===== src/rtl/diver_pkg.sv =====
// Shared definitions for the diver controller and its downstream consumers
// (bottle collectable and hazard controllers).
// Contents: sprite size used for collision boxes, coordinate type and the
// vertical motion state encoding.
package diver_pkg;

  localparam int COORD_W = 10;
  localparam int DIVER_W = 16;
  localparam int DIVER_H = 18;

  typedef logic [COORD_W-1:0] coord_t;

  typedef enum logic [1:0] {
    REST = 2'd0,
    RISE = 2'd1,
    SINK = 2'd2
  } mstate_e;

endpackage


===== src/rtl/diver_controller_if.sv =====
// Player-input / diver-position bundle.
// master: drives tick and debounced buttons, observes position and status.
// slave : the diver controller; consumes tick/buttons, drives d_x, d_y,
//         facing, mstate, at_floor.
interface diver_controller_if;
  import diver_pkg::*;

  logic       tick;
  logic       btn_l;
  logic       btn_r;
  logic       btn_u;
  coord_t     d_x;
  coord_t     d_y;
  logic       facing;
  logic [1:0] mstate;
  logic       at_floor;

  modport master (
    output tick, btn_l, btn_r, btn_u,
    input  d_x, d_y, facing, mstate, at_floor
  );

  modport slave (
    input  tick, btn_l, btn_r, btn_u,
    output d_x, d_y, facing, mstate, at_floor
  );

endinterface


===== src/rtl/diver_controller_sat_step.sv =====
// sat_step: one-step coordinate update with clamping.
// Computes i_val +/- i_mag one bit wider than a coordinate and signed, so a
// step below zero is seen as negative instead of wrapping, then clamps the
// result into the inclusive range [i_lo, i_hi].
// Ports: i_val (current coordinate), i_mag (step size), i_sub (1 = subtract),
//        i_lo/i_hi (inclusive bounds), o_val (clamped result).
module sat_step
  import diver_pkg::*;
(
  input  coord_t i_val,
  input  coord_t i_mag,
  input  logic   i_sub,
  input  coord_t i_lo,
  input  coord_t i_hi,
  output coord_t o_val
);

  logic signed [COORD_W:0] w_sum;

  function automatic coord_t clamp(input logic signed [COORD_W:0] v,
                                   input coord_t lo, input coord_t hi);
    coord_t res;
    if (v < $signed({1'b0, lo}))      res = lo;
    else if (v > $signed({1'b0, hi})) res = hi;
    else                              res = v[COORD_W-1:0];
    return res;
  endfunction

  always_comb begin
    if (i_sub) w_sum = $signed({1'b0, i_val}) - $signed({1'b0, i_mag});
    else       w_sum = $signed({1'b0, i_val}) + $signed({1'b0, i_mag});
  end

  assign o_val = clamp(w_sum, i_lo, i_hi);

endmodule


===== src/rtl/diver_controller.sv =====
// diver_controller: turns debounced buttons into the diver's top-left screen
// position plus facing and vertical motion status. All state advances only on
// frame ticks, so consumers see one stable position per frame.
// Ports: clk, rst (synchronous, active-high);
//        bus (slave): tick, btn_l, btn_r, btn_u in;
//                     d_x, d_y, facing, mstate, at_floor out (registered).
module diver_controller
  import diver_pkg::*;
#(
  parameter int X_INIT   = 100,
  parameter int X_MIN    = 8,
  parameter int X_MAX    = 632,
  parameter int Y_MIN    = 40,
  parameter int Y_MAX    = 472,
  parameter int X_SPEED  = 2,
  parameter int MAX_VY   = 4,
  parameter int SINK_DIV = 4
) (
  input  logic               clk,
  input  logic               rst,
  diver_controller_if.slave  bus
);

  localparam coord_t X_LO    = coord_t'(X_MIN);
  localparam coord_t X_HI    = coord_t'(X_MAX - DIVER_W);
  localparam coord_t Y_LO    = coord_t'(Y_MIN);
  localparam coord_t Y_FLOOR = coord_t'(Y_MAX - DIVER_H);
  localparam int     VY_W    = $clog2(MAX_VY + 1);
  localparam int     CNT_W   = (SINK_DIV > 1) ? $clog2(SINK_DIV) : 1;

  coord_t           r_x, r_y;
  logic             r_facing;
  mstate_e          r_state;
  logic [VY_W-1:0]  r_vy;
  logic [CNT_W-1:0] r_cnt;
  logic             r_at_floor;

  coord_t           w_x_nxt, w_y_nxt, w_x_step, w_y_step;
  logic             w_facing_nxt;
  mstate_e          w_state_nxt;
  logic [VY_W-1:0]  w_vy_nxt;
  logic [CNT_W-1:0] w_cnt_nxt;
  logic             w_move_l, w_move_r;

  assign w_move_l = bus.btn_l & ~bus.btn_r;
  assign w_move_r = bus.btn_r & ~bus.btn_l;

  sat_step u_step_x (
    .i_val (r_x),
    .i_mag (coord_t'(X_SPEED)),
    .i_sub (w_move_l),
    .i_lo  (X_LO),
    .i_hi  (X_HI),
    .o_val (w_x_step)
  );

  // Rising moves up by the current speed; sinking moves down one pixel.
  sat_step u_step_y (
    .i_val (r_y),
    .i_mag ((r_state == RISE) ? coord_t'(r_vy) : coord_t'(1)),
    .i_sub (r_state == RISE),
    .i_lo  (Y_LO),
    .i_hi  (Y_FLOOR),
    .o_val (w_y_step)
  );

  always_comb begin
    w_x_nxt      = r_x;
    w_y_nxt      = r_y;
    w_facing_nxt = r_facing;
    w_state_nxt  = r_state;
    w_vy_nxt     = r_vy;
    w_cnt_nxt    = r_cnt;

    if (w_move_l || w_move_r) begin
      w_x_nxt      = w_x_step;
      w_facing_nxt = w_move_r;
    end

    unique case (r_state)
      REST: begin
        if (bus.btn_u) begin
          w_state_nxt = RISE;
          w_vy_nxt    = VY_W'(1);
        end
      end
      RISE: begin
        if (!bus.btn_u) begin
          w_state_nxt = SINK;
          w_vy_nxt    = '0;
          w_cnt_nxt   = '0;
        end else begin
          w_y_nxt  = w_y_step;
          w_vy_nxt = (r_vy == VY_W'(MAX_VY)) ? r_vy : r_vy + VY_W'(1);
        end
      end
      SINK: begin
        if (bus.btn_u) begin
          w_state_nxt = RISE;
          w_vy_nxt    = VY_W'(1);
        end else if (r_cnt == CNT_W'(SINK_DIV - 1)) begin
          // One pixel of drift every SINK_DIV ticks; landing ends the sink.
          w_y_nxt   = w_y_step;
          w_cnt_nxt = '0;
          if (w_y_step == Y_FLOOR) w_state_nxt = REST;
        end else begin
          w_cnt_nxt = r_cnt + CNT_W'(1);
        end
      end
      default: w_state_nxt = REST;
    endcase
  end

  always_ff @(posedge clk) begin
    if (rst) begin
      r_x        <= coord_t'(X_INIT);
      r_y        <= Y_FLOOR;
      r_facing   <= 1'b1;
      r_state    <= REST;
      r_vy       <= '0;
      r_cnt      <= '0;
      r_at_floor <= 1'b1;
    end else if (bus.tick) begin
      r_x        <= w_x_nxt;
      r_y        <= w_y_nxt;
      r_facing   <= w_facing_nxt;
      r_state    <= w_state_nxt;
      r_vy       <= w_vy_nxt;
      r_cnt      <= w_cnt_nxt;
      r_at_floor <= (w_y_nxt == Y_FLOOR);
    end
  end

  assign bus.d_x      = r_x;
  assign bus.d_y      = r_y;
  assign bus.facing   = r_facing;
  assign bus.mstate   = r_state;
  assign bus.at_floor = r_at_floor;

endmodule


===== src/flat_wrapper.sv =====
// flat-port wrapper written by rule: the top's interface ports become plain ports
module diver_controller_flat import diver_pkg::*;
#(
  parameter int X_INIT   = 100,
  parameter int X_MIN    = 8,
  parameter int X_MAX    = 632,
  parameter int Y_MIN    = 40,
  parameter int Y_MAX    = 472,
  parameter int X_SPEED  = 2,
  parameter int MAX_VY   = 4,
  parameter int SINK_DIV = 4
)
  (clk, rst, bus_tick, bus_btn_l, bus_btn_r, bus_btn_u, bus_d_x, bus_d_y, bus_facing, bus_mstate, bus_at_floor);
  diver_controller_if bus_i ();
  input  logic clk;
  input  logic rst;
  input wire logic [$bits(bus_i.tick)-1:0] bus_tick;
  input wire logic [$bits(bus_i.btn_l)-1:0] bus_btn_l;
  input wire logic [$bits(bus_i.btn_r)-1:0] bus_btn_r;
  input wire logic [$bits(bus_i.btn_u)-1:0] bus_btn_u;
  output wire logic [$bits(bus_i.d_x)-1:0] bus_d_x;
  output wire logic [$bits(bus_i.d_y)-1:0] bus_d_y;
  output wire logic [$bits(bus_i.facing)-1:0] bus_facing;
  output wire logic [$bits(bus_i.mstate)-1:0] bus_mstate;
  output wire logic [$bits(bus_i.at_floor)-1:0] bus_at_floor;
  assign bus_i.tick = bus_tick;
  assign bus_i.btn_l = bus_btn_l;
  assign bus_i.btn_r = bus_btn_r;
  assign bus_i.btn_u = bus_btn_u;
  assign bus_d_x = bus_i.d_x;
  assign bus_d_y = bus_i.d_y;
  assign bus_facing = bus_i.facing;
  assign bus_mstate = bus_i.mstate;
  assign bus_at_floor = bus_i.at_floor;
  diver_controller #(.X_INIT(X_INIT), .X_MIN(X_MIN), .X_MAX(X_MAX), .Y_MIN(Y_MIN), .Y_MAX(Y_MAX), .X_SPEED(X_SPEED), .MAX_VY(MAX_VY), .SINK_DIV(SINK_DIV)) u_core (.clk(clk), .rst(rst), .bus(bus_i));
endmodule

===== config.mk =====
export PLATFORM = sky130hd
export DESIGN_NAME = diver_controller_flat
export DESIGN_NICKNAME = d
export VERILOG_FILES = /design/src/rtl/diver_pkg.sv /design/src/rtl/diver_controller_if.sv /design/src/rtl/diver_controller_sat_step.sv /design/src/rtl/diver_controller.sv /design/src/flat_wrapper.sv
export SDC_FILE = /design/constraint.sdc
export NUM_CORES = 1
export LEC_CHECK = 0
export CAP_MARGIN = 20
export CORE_ASPECT_RATIO = 1.75
export CORE_MARGIN = 5
export CORE_UTILIZATION = 34
export DETAILED_ROUTE_END_ITERATION = 12
export HOLD_SLACK_MARGIN = 0.02
export PLACE_DENSITY = 0.51
export SLEW_MARGIN = 20
export SYNTH_ARGS = -nofsm -noshare
export SYNTH_HDL_FRONTEND = slang
export SYNTH_SLANG_ARGS = --single-unit

===== constraint.sdc =====
create_clock -name clk -period 8.8 [get_ports clk]
set_clock_uncertainty 0.2 [all_clocks]
set_input_delay 2.64 -clock clk [delete_from_list [all_inputs] [get_ports clk]]
set_output_delay 2.64 -clock clk [all_outputs]
set_load 0.05 [all_outputs]

# == After elaboration in Yosys (flattened, before gate mapping) ==
# Cells that the tools add are included.
# word_totals
reg_bits,29
inputBits,6
out_inout_bits,24
wordCells,68
# op_classes
n_addsub,6
magnitude_cmp,4
n_eq_ne,13
mux,25
bitwise_logic,4
n_reduce_logical,9
# op_table
cell,count
2-to-1 mux 10 bit,7
2-to-1 mux 11 bit,2
== test 10 x 9 -> 1 bit (second input constant),2
one-hot mux 10 bit (2 select lines),1
2-to-1 mux 2 bit,8
2-to-1 mux 3 bit,4
adder 10 x 10 -> 11 bit,1
adder 10 x 2 -> 11 bit (second input constant),1
greater-than comparator 11 x 10 -> 1 bit (second input constant),1
greater-than comparator 11 bit (second input constant),1
less-than comparator 11 x 5 -> 1 bit (second input constant),1
less-than comparator 11 x 7 -> 1 bit (second input constant),1
subtractor 10 x 2 -> 11 bit (second input constant),1
subtractor 10 x 3 -> 11 bit,1
AND reduction 4 bit,2
inequality test 2 bit (second input constant),3
inequality test 3 x 2 -> 1 bit (second input constant),2
one-hot mux 2 bit (3 select lines),1
one-hot mux 3 bit (2 select lines),1
AND reduction 5 bit,1
== test 2 bit (second input constant),2
one-hot mux 2 bit (2 select lines),1
nonzero test 2 bit,2
adder 3 x 1 -> 3 bit (second input constant),1
other kinds (11),13

# == Depth between registers and ports, before layout ==
# Gate-level depths: netlist of run 1.
# logic_depth
ltp_word,12
ltp_mapped,15
depth_no_buf,15

# == Cells and area by module ==
# From an unflattened synthesis of run 1, not the netlist that was laid out.
# hier_totals
cells_unflattened,564
area_unflattened_um2,4295.4
# modules_own_cells
mod,n_inst,cells_each,area_per_inst_um2,seq_area_each_um2
diver_controller,1,172,1461.4,580.6
sat_step at u_core.u_step_y,1,207,1441.4,0.0
sat_step at u_core.u_step_x,1,185,1392.6,0.0

# == Worst setup path after synthesis of run 1 ==
# No wires, ideal clock.
# synth_timing
path_kind,in2reg
start,input bus_btn_r
end,register u_core.r_x[4] (netlist: u_core.bus.d_x[4])
setup_time_ns,0.062
t_arrival_ns,5.205
path_slack_ns,3.333
stages,12
cell_sequence,inv_1 -> ha_1 -> ha_1 -> a21o_1 -> a21oi_1 -> o21bai_1 -> a311oi_1 -> o21bai_1 -> a21oi_1 -> xor2_1 -> nor4b_2 -> a32o_1
# synth_via
elab_chain_cells,6
# synth_rtl
element,line_no,rtl
"start, declared",flat_wrapper.sv:19,input wire logic [$bits(bus_i.btn_r)-1:0] bus_btn_r;
NOT 1 bit,diver_controller.sv:45,assign w_move_l = bus.btn_l & ~bus.btn_r;
bitwise AND 1 bit,diver_controller.sv:45,
2-to-1 mux 11 bit,diver_controller_sat_step.sv:30,"if (i_sub) w_sum = $signed({1'b0, i_val}) - $signed({1'b0, i_mag});"
greater-than comparator 11 bit,diver_controller_sat_step.sv:24,"else if (v > $signed({1'b0, hi})) res = hi;"
2-to-1 mux 10 bit,diver_controller_sat_step.sv:24,
2-to-1 mux 10 bit,diver_controller_sat_step.sv:23,"if (v < $signed({1'b0, lo})) res = lo;"
"end signal, assigned",diver_controller.sv:116,r_x <= coord_t'(X_INIT);
"end signal, assigned",diver_controller.sv:124,r_x <= w_x_nxt;
"end, declared",diver_controller.sv:31,"coord_t r_x, r_y;"
# Parallel ways exist; a longest one is shown, timed or not.
# A chain may end at the register's enable or synchronous reset.

# == Worst setup path in the final report of run 1 ==
# layout_timing
start,input bus_btn_r
end,register u_core.r_x[7] (netlist: u_core.bus.d_x[7])
# The elaborated chain is that of the path after synthesis.

==> flow_summary_export.csv, run 1 <==
group,metric,value,unit
outcome,status,"finished, final reports clean",
grt,antenna_found_initial,0,
min_path,hold_path_class,"register to register",
synth,netlist_top_cells_count,"34 x a21oi_1, 29 x ha_1, 28 x dfxtp_1",
synth,synth_top_area_share,22.4,%
place,dp_hpwl,5.64,mm
cells_and_area,layout.nets,362,
pwr,comb_power_share,46.7,%
critical_path,critPathCaptureType,"register",
sta,finalMaxSlewViolations,0,
die,dieArea,9240,um2
critical_path,crit_path_start_kind,"primary input",
sta,max-slew-margin-rel,36.8,%
place,place_inst,406,
critical_path,crit_buf_inv,2,
clock_tree,cts_buffer_depth,2,
pwr,switchingPower,206,uW
critical_path,crit_slowest_cell,"nor4b_2",
synth,synth_flop_cell,"dfxtp_1",
pwr,seqPwrFrac,27.7,%
die,core_area,7180,um2
synth,synth_area_leader_cell,"dfxtp_1",
synth,ys_warn_count,0,
sta,worst_pin_slew,945,ps
grt,grt.total_usage,15.9,%
critical_path,slowest_delay,460,ps
critical_path,worstReg2RegEnd,"u_core.bus.at_floor",
critical_path,crit_path_cell_trace,"clkdlybuf4s50_1 -> inv_1 -> ha_1 -> ha_1 -> a21o_1 -> a21oi_1 -> o21bai_1 -> a311oi_1 -> o21bai_1 -> a21oi_1 -> xor2_1 -> nor4b_2 -> a32o_1",
cells_and_area,antenna_cells,0,
clock_tree,clk_pin_slew,70,ps
place,io_buffers,28,
die,io_pins,30,
pwr,p_int,319,uW
clock_tree,clk_latency,270,ps
clock_tree,ctsResizeCount,0,
synth,synthCells,301,
critical_path,worstPathArrival,6060,ps
pwr,swShare,39.2,%
synth,synth-compound-area-share,27.1,%
sta,finalSetupTns,0,ps
sta,period_needed,6060,ps
critical_path,path_class,"primary input to register",
sta,max_freq,165,MHz
place,gp_congestion,0.817,
critical_path,reg2reg_depth,12,
pwr,clkPwrFrac,25.6,%
clock_tree,htreeDepth,1,
clock_tree,cts_hold_buf,0,
drt,wl_per_cell,16.7,um
drt,vias,2304,
pwr,leakage,1.18,nW
cells_and_area,multi_input_area,1800,um2
pwr,p_per_area,180,nW/um2
die,fp-row-count,41,
cells_and_area,n_fill_cell,763,
cells_and_area,drive_gt1_share,7.10,%
critical_path,crit_family,"compound AO/OA/AOI/OAI gates",
min_path,worstHoldEndpoint,"u_core.r_cnt[1]",
drt,dr.pass1.iters,4,
synth,synthSimpleGateAreaFrac,19.5,%
synth,synth.distinct_cells,63,
die,die_w,74.8,um
critical_path,cp_data_required_time,8810,ps
die,die_height,123,um
synth,syn_avg_cell_area,8.31,um2
flow_run,drv_cap,0,
synth,synth_edf_count,0,
synth,synth_fa_ha_area_share,16.1,%
drt,drt_iter0_markers,90,
synth,synth_xor_xnor_area_share,7.25,%
synth,syn_area,2500,um2
clock_tree,cts_tree,"done",
die,initial_core_util,34.8,%
min_path,worstHoldStart,"u_core.r_cnt[1]",
grt,first_global_vias,2379,
drt,vias_per_cell,5.62,
pwr,peakVddDrop,0.0917,mV
cells_and_area,final_cells,410,
clock_tree,root_buffer,"clkbuf_16",
drt,routed_wl,6.87,mm
grt,grt-ovfl-total,0,
critical_path,r2r_slack,4770,ps
sta,rsz0062_at_grt,"no",
clock_tree,cts_made_buffers,3,
grt,grt_max_degree,25,
synth,syn_nets,338,
synth,ys_top_cells_by_area,"dfxtp_1 22%, ha_1 15%, a21oi_1 6.8%",
synth,ys_ff_latch,28,
sta,period_share,68.8,%
clock_tree,post_cts_buffers,0,
grt,grt_pass1_wl,11.4,mm
cells_and_area,seqCellArea,561,um2
sta,hold_violations,0,
critical_path,r2r_start,"u_core.bus.mstate[1]",
critical_path,critPathMaxFanout,10,
cells_and_area,syn2layout_area_growth,16.8,%
min_path,min_delay_path_depth,2,
synth,seq_area_frac_synth,22.4,%
drt,drc,0,
drt,drtAntennaViolNets,0,
synth,synth_most_common_cell,"a21oi_1",
synth,synth.mux.area_fraction,2.10,%
synth,synthArstFlopShare,0,%
clock_tree,cts.sinks,28,
synth,synth_top_family_by_area,"compound AO/OA/AOI/OAI gates",
sta,setup_viol,0,
registers in the layout, summed over array words and instances, names as in the netlist:
signal and count:
u_core.r_vy 3, u_core.r_cnt 2, u_core.bus.at_floor 1, u_core.bus.facing 1, u_core.bus.d_x 9, u_core.bus.d_y 10
u_core.bus.mstate 2
cell families (layout without fill, tap and decap cells):
family          Yosys count  after routing
mux                       5              5
simple gates             92             92
fa+ha+maj                31             31
compound gates           99             99
other cells               1              1
xor+xnor                 19             19
flops                    28             28
buf+inv                  26             49
tightest hold or removal path, stage by stage, from the launching register on:
cell and delay (ps):
dfxtp_1 320, nand2_1 50, a21oi_1 50
how the worst max path moves through the flow:
stage                     startpoint           endpoint  cells past startpoint  slack (ps)
after floorplan            bus_btn_r  u_core.bus.d_x[4]                     12        3330
after global placement     bus_btn_l  u_core.bus.d_x[7]                     12        2490
after detailed placement   bus_btn_r  u_core.bus.d_x[7]                     13        2440
after CTS                  bus_btn_r  u_core.bus.d_x[4]                     13        2720
after global routing       bus_btn_r  u_core.bus.d_x[7]                     13        2350
final                      bus_btn_r  u_core.bus.d_x[7]                     13        2740
routing by layer:
metal	vias up	wire, um	GRT usage [%]
met2	42	4110	32.4
met5	-	0	0
li1	1148	-	-
met1	1105	2460	15.2
met4	0	137	6.35
met3	9	153	1.46
area by class of cell:
type                    count  share of cell area, %
repair buffers             28                   9.59
inverters                  17                   2.18
multi-input cells         247                   61.8
clock buffers               3                   2.57
well taps                  86                   3.68
clock inverters             1                   1.03
flip-flops and latches     28                   19.2
layout by cell type, fill, tap and decap left out, drive strengths merged, types with 4 or more instances in the layout:
cell type / netlist / layout
and2: 4 / 4
nand3: 6 / 6
clkdlybuf4s50: 0 / 28
xor2: 5 / 5
inv: 17 / 17
nor3: 4 / 4
nor4b: 4 / 4
o211ai: 6 / 6
xnor2: 14 / 14
nand2: 24 / 24
ha: 29 / 29
a21oi: 34 / 34
and3: 4 / 4
nor2: 26 / 26
o21bai: 5 / 5
a21o: 5 / 5
a32o: 4 / 4
o21ai: 15 / 15
dfxtp: 28 / 28
nor2b: 4 / 4
power by group through the flow:
stage | clock network (mW) | logic (mW) | registers (mW)
6_report | 0.135 | 0.245 | 0.145
5_1_grt | 0.144 | 0.268 | 0.147
4_1_cts | 0.140 | 0.247 | 0.146
3_5_place_dp | 0 | 0.245 | 0.149
3_3_place_gp | 0 | 0.245 | 0.149
2_1_floorplan | 0 | 0.165 | 0.171
through the flow:
step / instance area, um2 / total power, mW / hold WS, ps / worst slack (ps) / util (%)
6_report: 2920 / 0.525 / 270 / 2740 / 40.7
3_3_place_gp: 2820 / 0.394 / 258 / 2490 / 39.2
4_1_cts: 2920 / 0.532 / 281 / 2720 / 40.7
2_1_floorplan: 2500 / 0.336 / 236 / 3330 / -
5_1_grt: 2920 / 0.559 / 310 / 2350 / 40.7
3_5_place_dp: 2820 / 0.394 / 270 / 2440 / 39.2
(Power assumes the default switching activity.)
==> inputs of run 2 (changes only) <==
==> constraint.sdc (replaced) <==
create_clock -name clk -period 6.25 [get_ports clk]
set_clock_uncertainty 0.2 [all_clocks]
set_input_delay 1.875 -clock clk [delete_from_list [all_inputs] [get_ports clk]]
set_output_delay 1.875 -clock clk [all_outputs]
set_load 0.05 [all_outputs]
==> run 2 against run 1 <==
Against the previous run: flip-flop and latch count is the same; wire length grew 0.17%; critical path depth is the same; final cell count is the same; non-clock buffer count is the same; largest cell class unchanged; highest routed layer unchanged.
==> flow_summary_export.csv, run 2 (same netlist as run 1, synthesis figures left out) <==
group,metric,value,unit
grt,first_global_vias,2369,
outcome,status,"finished, final reports clean",
place,gp_congestion,0.817,
cells_and_area,final_cell_mix,"34 x a21oi_1, 29 x ha_1, 28 x clkdlybuf4s50_1, 28 x dfxtp_1, 25 x nor2_1",
die,die_w,74.8,um
cells_and_area,layout.nets,362,
sta,period_needed,5320,ps
cells_and_area,largest_reg_flops,10,
clock_tree,cts_buffer_depth,2,
clock_tree,ctsResizeCount,0,
critical_path,crit_family,"compound AO/OA/AOI/OAI gates",
sta,finalMaxSlewViolations,0,
pwr,p_per_area,245,nW/um2
sta,hold_violations,0,
critical_path,worstReg2RegEnd,"u_core.bus.at_floor",
pwr,leakage,1.17,nW
critical_path,cp.depth,13,
grt,antenna_found_initial,0,
critical_path,crit_path_cell_trace,"clkdlybuf4s50_1 -> inv_1 -> ha_1 -> ha_1 -> a21o_1 -> a21oi_1 -> o21bai_1 -> a311oi_1 -> o21bai_1 -> a21oi_1 -> xor2_1 -> nor4b_2 -> a32o_1",
drt,dr.pass1.iters,4,
grt,grt-ovfl-total,0,
die,initial_core_util,34.8,%
drt,drc,0,
clock_tree,cts_made_buffers,3,
critical_path,crit_buf_inv,2,
critical_path,cp-startpoint,"bus_btn_r",
critical_path,cp_data_required_time,6260,ps
cells_and_area,drive_gt1_share,7.10,%
critical_path,critPathMaxFanout,10,
flow_run,drv_cap,0,
critical_path,endpoint,"u_core.bus.d_x[7]",
cells_and_area,n_fill_cell,773,
drt,wl_per_cell,16.8,um
drt,vias_per_cell,5.64,
clock_tree,htreeDepth,1,
cells_and_area,post-route-util,40.5,%
die,dieArea,9240,um2
place,io_buffers,28,
die,core_area,7180,um2
place,dp_hpwl,5.57,mm
die,fp-row-count,41,
critical_path,slowest_delay,470,ps
clock_tree,clk_pin_slew,70,ps
clock_tree,root_buffer,"clkbuf_16",
drt,vias,2312,
critical_path,path_class,"primary input to register",
grt,grt_max_degree,25,
grt,grt.total_usage,15.8,%
sta,worst_pin_slew,920,ps
drt,drt_iter0_markers,58,
critical_path,worstPathArrival,5330,ps
sta,rsz0062_at_grt,"no",
cells_and_area,syn2layout_area_growth,16.2,%
critical_path,r2r_slack,2260,ps
clock_tree,cts_tree,"done",
die,io_pins,30,
critical_path,r2r_start,"u_core.bus.mstate[1]",
critical_path,reg2reg_depth,15,
clock_tree,cts.sinks,28,
sta,hold_slack,274,ps
die,die_height,123,um
cells_and_area,seqCellArea,561,um2
min_path,hold_path_class,"register to register",
critical_path,crit_slowest_cell,"nor4b_2",
sta,max-slew-margin-rel,38.5,%
critical_path,critPathCaptureType,"register",
clock_tree,clk_latency,270,ps
pwr,peakVddDrop,0.116,mV
drt,drtAntennaViolNets,0,
sta,finalSetupTns,0,ps
critical_path,crit_path_start_kind,"primary input",
sta,period_share,85.2,%
clock_tree,post_cts_buffers,0,
cells_and_area,antenna_cells,0,
drt,routed_wl,6.88,mm
cells_and_area,multi_input_area,1800,um2
sta,max_freq,188,MHz
sta,setup_viol,0,
clock_tree,cts_hold_buf,0,
grt,grt_pass1_wl,11.3,mm
cells_and_area,mostFrequentLayoutCell,"a21oi_1",
run 2: how the worst min path moves through the flow:
| stage | endpoint | slack (ps) | startpoint | cells past startpoint |
|---|---|---|---|---|
| after global placement | u_core.r_cnt[1] | 260 | u_core.r_cnt[1] | 2 |
| after floorplan | u_core.r_cnt[1] | 240 | u_core.r_cnt[1] | 2 |
| after CTS | u_core.r_cnt[1] | 280 | u_core.r_cnt[1] | 2 |
| final | u_core.r_cnt[1] | 270 | u_core.r_cnt[1] | 2 |
| after detailed placement | u_core.r_cnt[1] | 270 | u_core.r_cnt[1] | 2 |
| after global routing | u_core.r_cnt[1] | 310 | u_core.r_cnt[1] | 2 |
run 2: routing by layer:
metal  up-vias  wire length (um)  track usage [%]
li1       1148                 -                -
met1      1120              2560             15.6
met2        32              4010             31.6
met3        12               143             1.63
met4         0               172             6.35
met5         -                 0                0
run 2: area by class of cell:
cell class,instances,area share (%)
Sequential cell,28,19.3
Inverter,17,2.20
Tap cell,86,3.70
Clock buffer,4,3.06
Multi-Input combinational cell,247,62.1
Timing Repair Buffer,28,9.65
run 2: through the flow:
step | power (mW) | area (um2) | std cells | worst slack [ps]
after floorplan | 0.473 | 2500 | 301 | 1550
after global placement | 0.554 | 2820 | 406 | 703
after detailed placement | 0.553 | 2820 | 406 | 644
after CTS | 0.719 | 2910 | 410 | 928
after global routing | 0.756 | 2910 | 410 | 517
final | 0.711 | 2910 | 410 | 928
run 2: worst register-to-register path: stages, from the launching register on:
cell      delay [ps]
dfxtp_1          390
inv_1            100
ha_1             280
nand2_1          100
ha_1             150
inv_1             50
fa_1             420
a21o_1           240
a221oi_2         360
o21ai_2          140
a31o_2           310
xnor2_2          260
nand2_1          220
nor3_1           350
o21ai_1          120
o31ai_1          220
run 2: power by group:
part | leakage [nW] | switching (mW) | internal, mW
Clock | 0.0442 | 0.0632 | 0.0983
Combinational | 0.899 | 0.213 | 0.132
Sequential | 0.229 | 0.0150 | 0.190
==> inputs of run 3 (changes only) <==
--- a/config.mk
+++ b/config.mk
@@ -12,7 +12,8 @@
 export DETAILED_ROUTE_END_ITERATION = 12
 export HOLD_SLACK_MARGIN = 0.02
 export PLACE_DENSITY = 0.51
-export SLEW_MARGIN = 20
+export REMOVE_ABC_BUFFERS = 1
+export SLEW_MARGIN = 25
 export SYNTH_ARGS = -nofsm -noshare
 export SYNTH_HDL_FRONTEND = slang
 export SYNTH_SLANG_ARGS = --single-unit
==> run 3 against run 2 <==
Against the previous run: first-iteration DRC count rose by 6.9%; critical endpoint is now u_core.bus.d_x[8]; core utilization rose by 0.23 points; sequential share of layout area fell by 0.11 points; clock-buffer cell count fell by 1; combinational power barely moved; fmax fell by 0.97%; via count barely moved; clock power rose by 16%; largest power group unchanged.
==> flow_summary_export.csv, run 3 (same netlist as run 1, synthesis figures left out) <==
group,metric,value,unit
flow_run,drv_cap,0,
grt,grt-ovfl-total,0,
clock_tree,htreeDepth,1,
place,gp_congestion,0.862,
clock_tree,post_cts_buffers,0,
grt,grt.total_usage,15.5,%
cells_and_area,seqCellArea,561,um2
cells_and_area,mostFrequentLayoutCell,"a21oi_1",
drt,vias,2310,
place,dp_hpwl,5.54,mm
cells_and_area,antenna_cells,0,
sta,period_needed,5370,ps
pwr,p_per_area,251,nW/um2
pwr,peakVddDrop,0.146,mV
die,fp-row-count,41,
die,io_pins,30,
clock_tree,clk_latency,260,ps
clock_tree,cts_made_buffers,3,
sta,max-slew-margin-rel,35.6,%
grt,first_global_vias,2375,
drt,wl_per_cell,16.3,um
critical_path,r2r_slack,2280,ps
critical_path,slowest_delay,480,ps
cells_and_area,syn2layout_area_growth,16.8,%
place,post_dp_cell_area,2820,um2
clock_tree,root_buffer,"clkbuf_16",
drt,dr.pass1.iters,4,
clock_tree,cts_buffer_depth,2,
grt,grt_pass1_wl,11.1,mm
critical_path,worstReg2RegEnd,"u_core.bus.at_floor",
grt,antenna_found_initial,0,
sta,finalMaxSlewViolations,0,
cells_and_area,drive_gt1_share,7.10,%
min_path,worstHoldStart,"u_core.r_cnt[1]",
sta,hold_violations,0,
sta,setup_viol,0,
drt,drtAntennaViolNets,0,
critical_path,critPathMaxFanout,10,
clock_tree,cts_hold_buf,0,
cells_and_area,layout.nets,362,
die,core_area,7180,um2
drt,routed_wl,6.70,mm
cells_and_area,n_fill_cell,771,
cells_and_area,post-route-cell-area,2920,um2
cells_and_area,multi_input_area,1800,um2
place,io_buffers,28,
critical_path,crit_slowest_cell,"nor4b_2",
min_path,worstHoldEndpoint,"u_core.r_cnt[1]",
critical_path,reg2reg_depth,12,
drt,vias_per_cell,5.63,
clock_tree,cts_tree,"done",
sta,finalSetupTns,0,ps
die,dieArea,9240,um2
clock_tree,cts.sinks,28,
outcome,status,"finished, final reports clean",
cells_and_area,largest_reg_flops,10,
critical_path,r2r_start,"u_core.bus.mstate[1]",
critical_path,cp_data_required_time,6250,ps
clock_tree,clk_pin_slew,70,ps
sta,period_share,86.0,%
clock_tree,ctsResizeCount,0,
critical_path,crit_path_cell_trace,"clkdlybuf4s50_1 -> inv_1 -> ha_1 -> ha_1 -> a21o_1 -> a21oi_1 -> o21bai_1 -> a311oi_1 -> o21bai_1 -> a21oi_1 -> xor2_1 -> nor4b_2 -> a32o_1",
critical_path,critPathCaptureType,"register",
sta,worst_pin_slew,963,ps
cells_and_area,final_cell_mix,"34 x a21oi_1, 29 x ha_1, 28 x clkdlybuf4s50_1, 28 x dfxtp_1, 25 x nor2_1",
grt,grt_max_degree,25,
critical_path,path_class,"primary input to register",
drt,drc,0,
pwr,leakage,1.18,nW
sta,rsz0062_at_grt,"no",
critical_path,crit_path_start_kind,"primary input",
critical_path,worstPathArrival,5380,ps
die,die_w,74.8,um
min_path,hold_path_class,"register to register",
die,initial_core_util,34.8,%
drt,drt_iter0_markers,62,
min_path,min_delay_path_depth,2,
die,die_height,123,um
sta,max_freq,186,MHz
run 3: changes by cell type in the layout (fill, tap and decap cells not counted):
cell       previous run  this run
bufinv_16             0         1
clkbuf_8              1         0
run 3: how the worst max path moves through the flow:
stage,from,depth (start not counted),endpoint,slack [ps]
final,bus_btn_r,13,u_core.bus.d_x[8],880
after global routing,bus_btn_r,13,u_core.bus.d_x[4],540
after CTS,bus_btn_r,13,u_core.bus.d_x[8],870
after detailed placement,bus_btn_r,13,u_core.bus.d_x[8],610
after global placement,bus_btn_l,12,u_core.bus.d_x[8],710
after floorplan,bus_btn_r,12,u_core.bus.d_x[4],1550
run 3: stage by stage:
stage	total power, mW	utilization [%]	std cells	setup slack [ps]	hold WS (ps)
finish	0.734	40.7	410	875	260
global route	0.783	40.7	410	541	293
CTS	0.745	40.7	410	866	268
detailed placement	0.553	39.2	406	610	256
global placement	0.554	39.2	406	709	245
floorplan	0.465	-	292	1550	230
run 3: metal layers:
metal / GRT usage (%) / vias to the layer above / share of wire (%)
li1: - / 1155 / -
met1: 15.5 / 1101 / 35
met2: 30.4 / 37 / 59
met3: 2.20 / 17 / 2.2
met4: 5.90 / 0 / 3.3
met5: 0 / - / 0
run 3: layout make-up:
cell class | count | share of cell area [%]
well taps | 86 | 3.68
multi-input cells | 247 | 61.8
inverters | 17 | 2.18
repair buffers | 28 | 9.59
clock inverters | 1 | 1.03
flip-flops and latches | 28 | 19.2
clock buffers | 3 | 2.57
run 3: critical path, delay by kind of cell:
kind	cells	cell delay, ps
adders and majority gates	2	750
AOI/OAI and AO/OA	7	1480
buffers and inverters	2	490
and+or+nand+nor	1	480
xor gates and xnor gates	1	310
run 3: power by group:
group	total [mW]	internal, mW	leakage [nW]	switching, mW
clock	0.187	0.127	0.0511	0.0594
combinational	0.343	0.132	0.899	0.211
sequential	0.204	0.190	0.229	0.0146
total	0.734	0.449	1.18	0.285
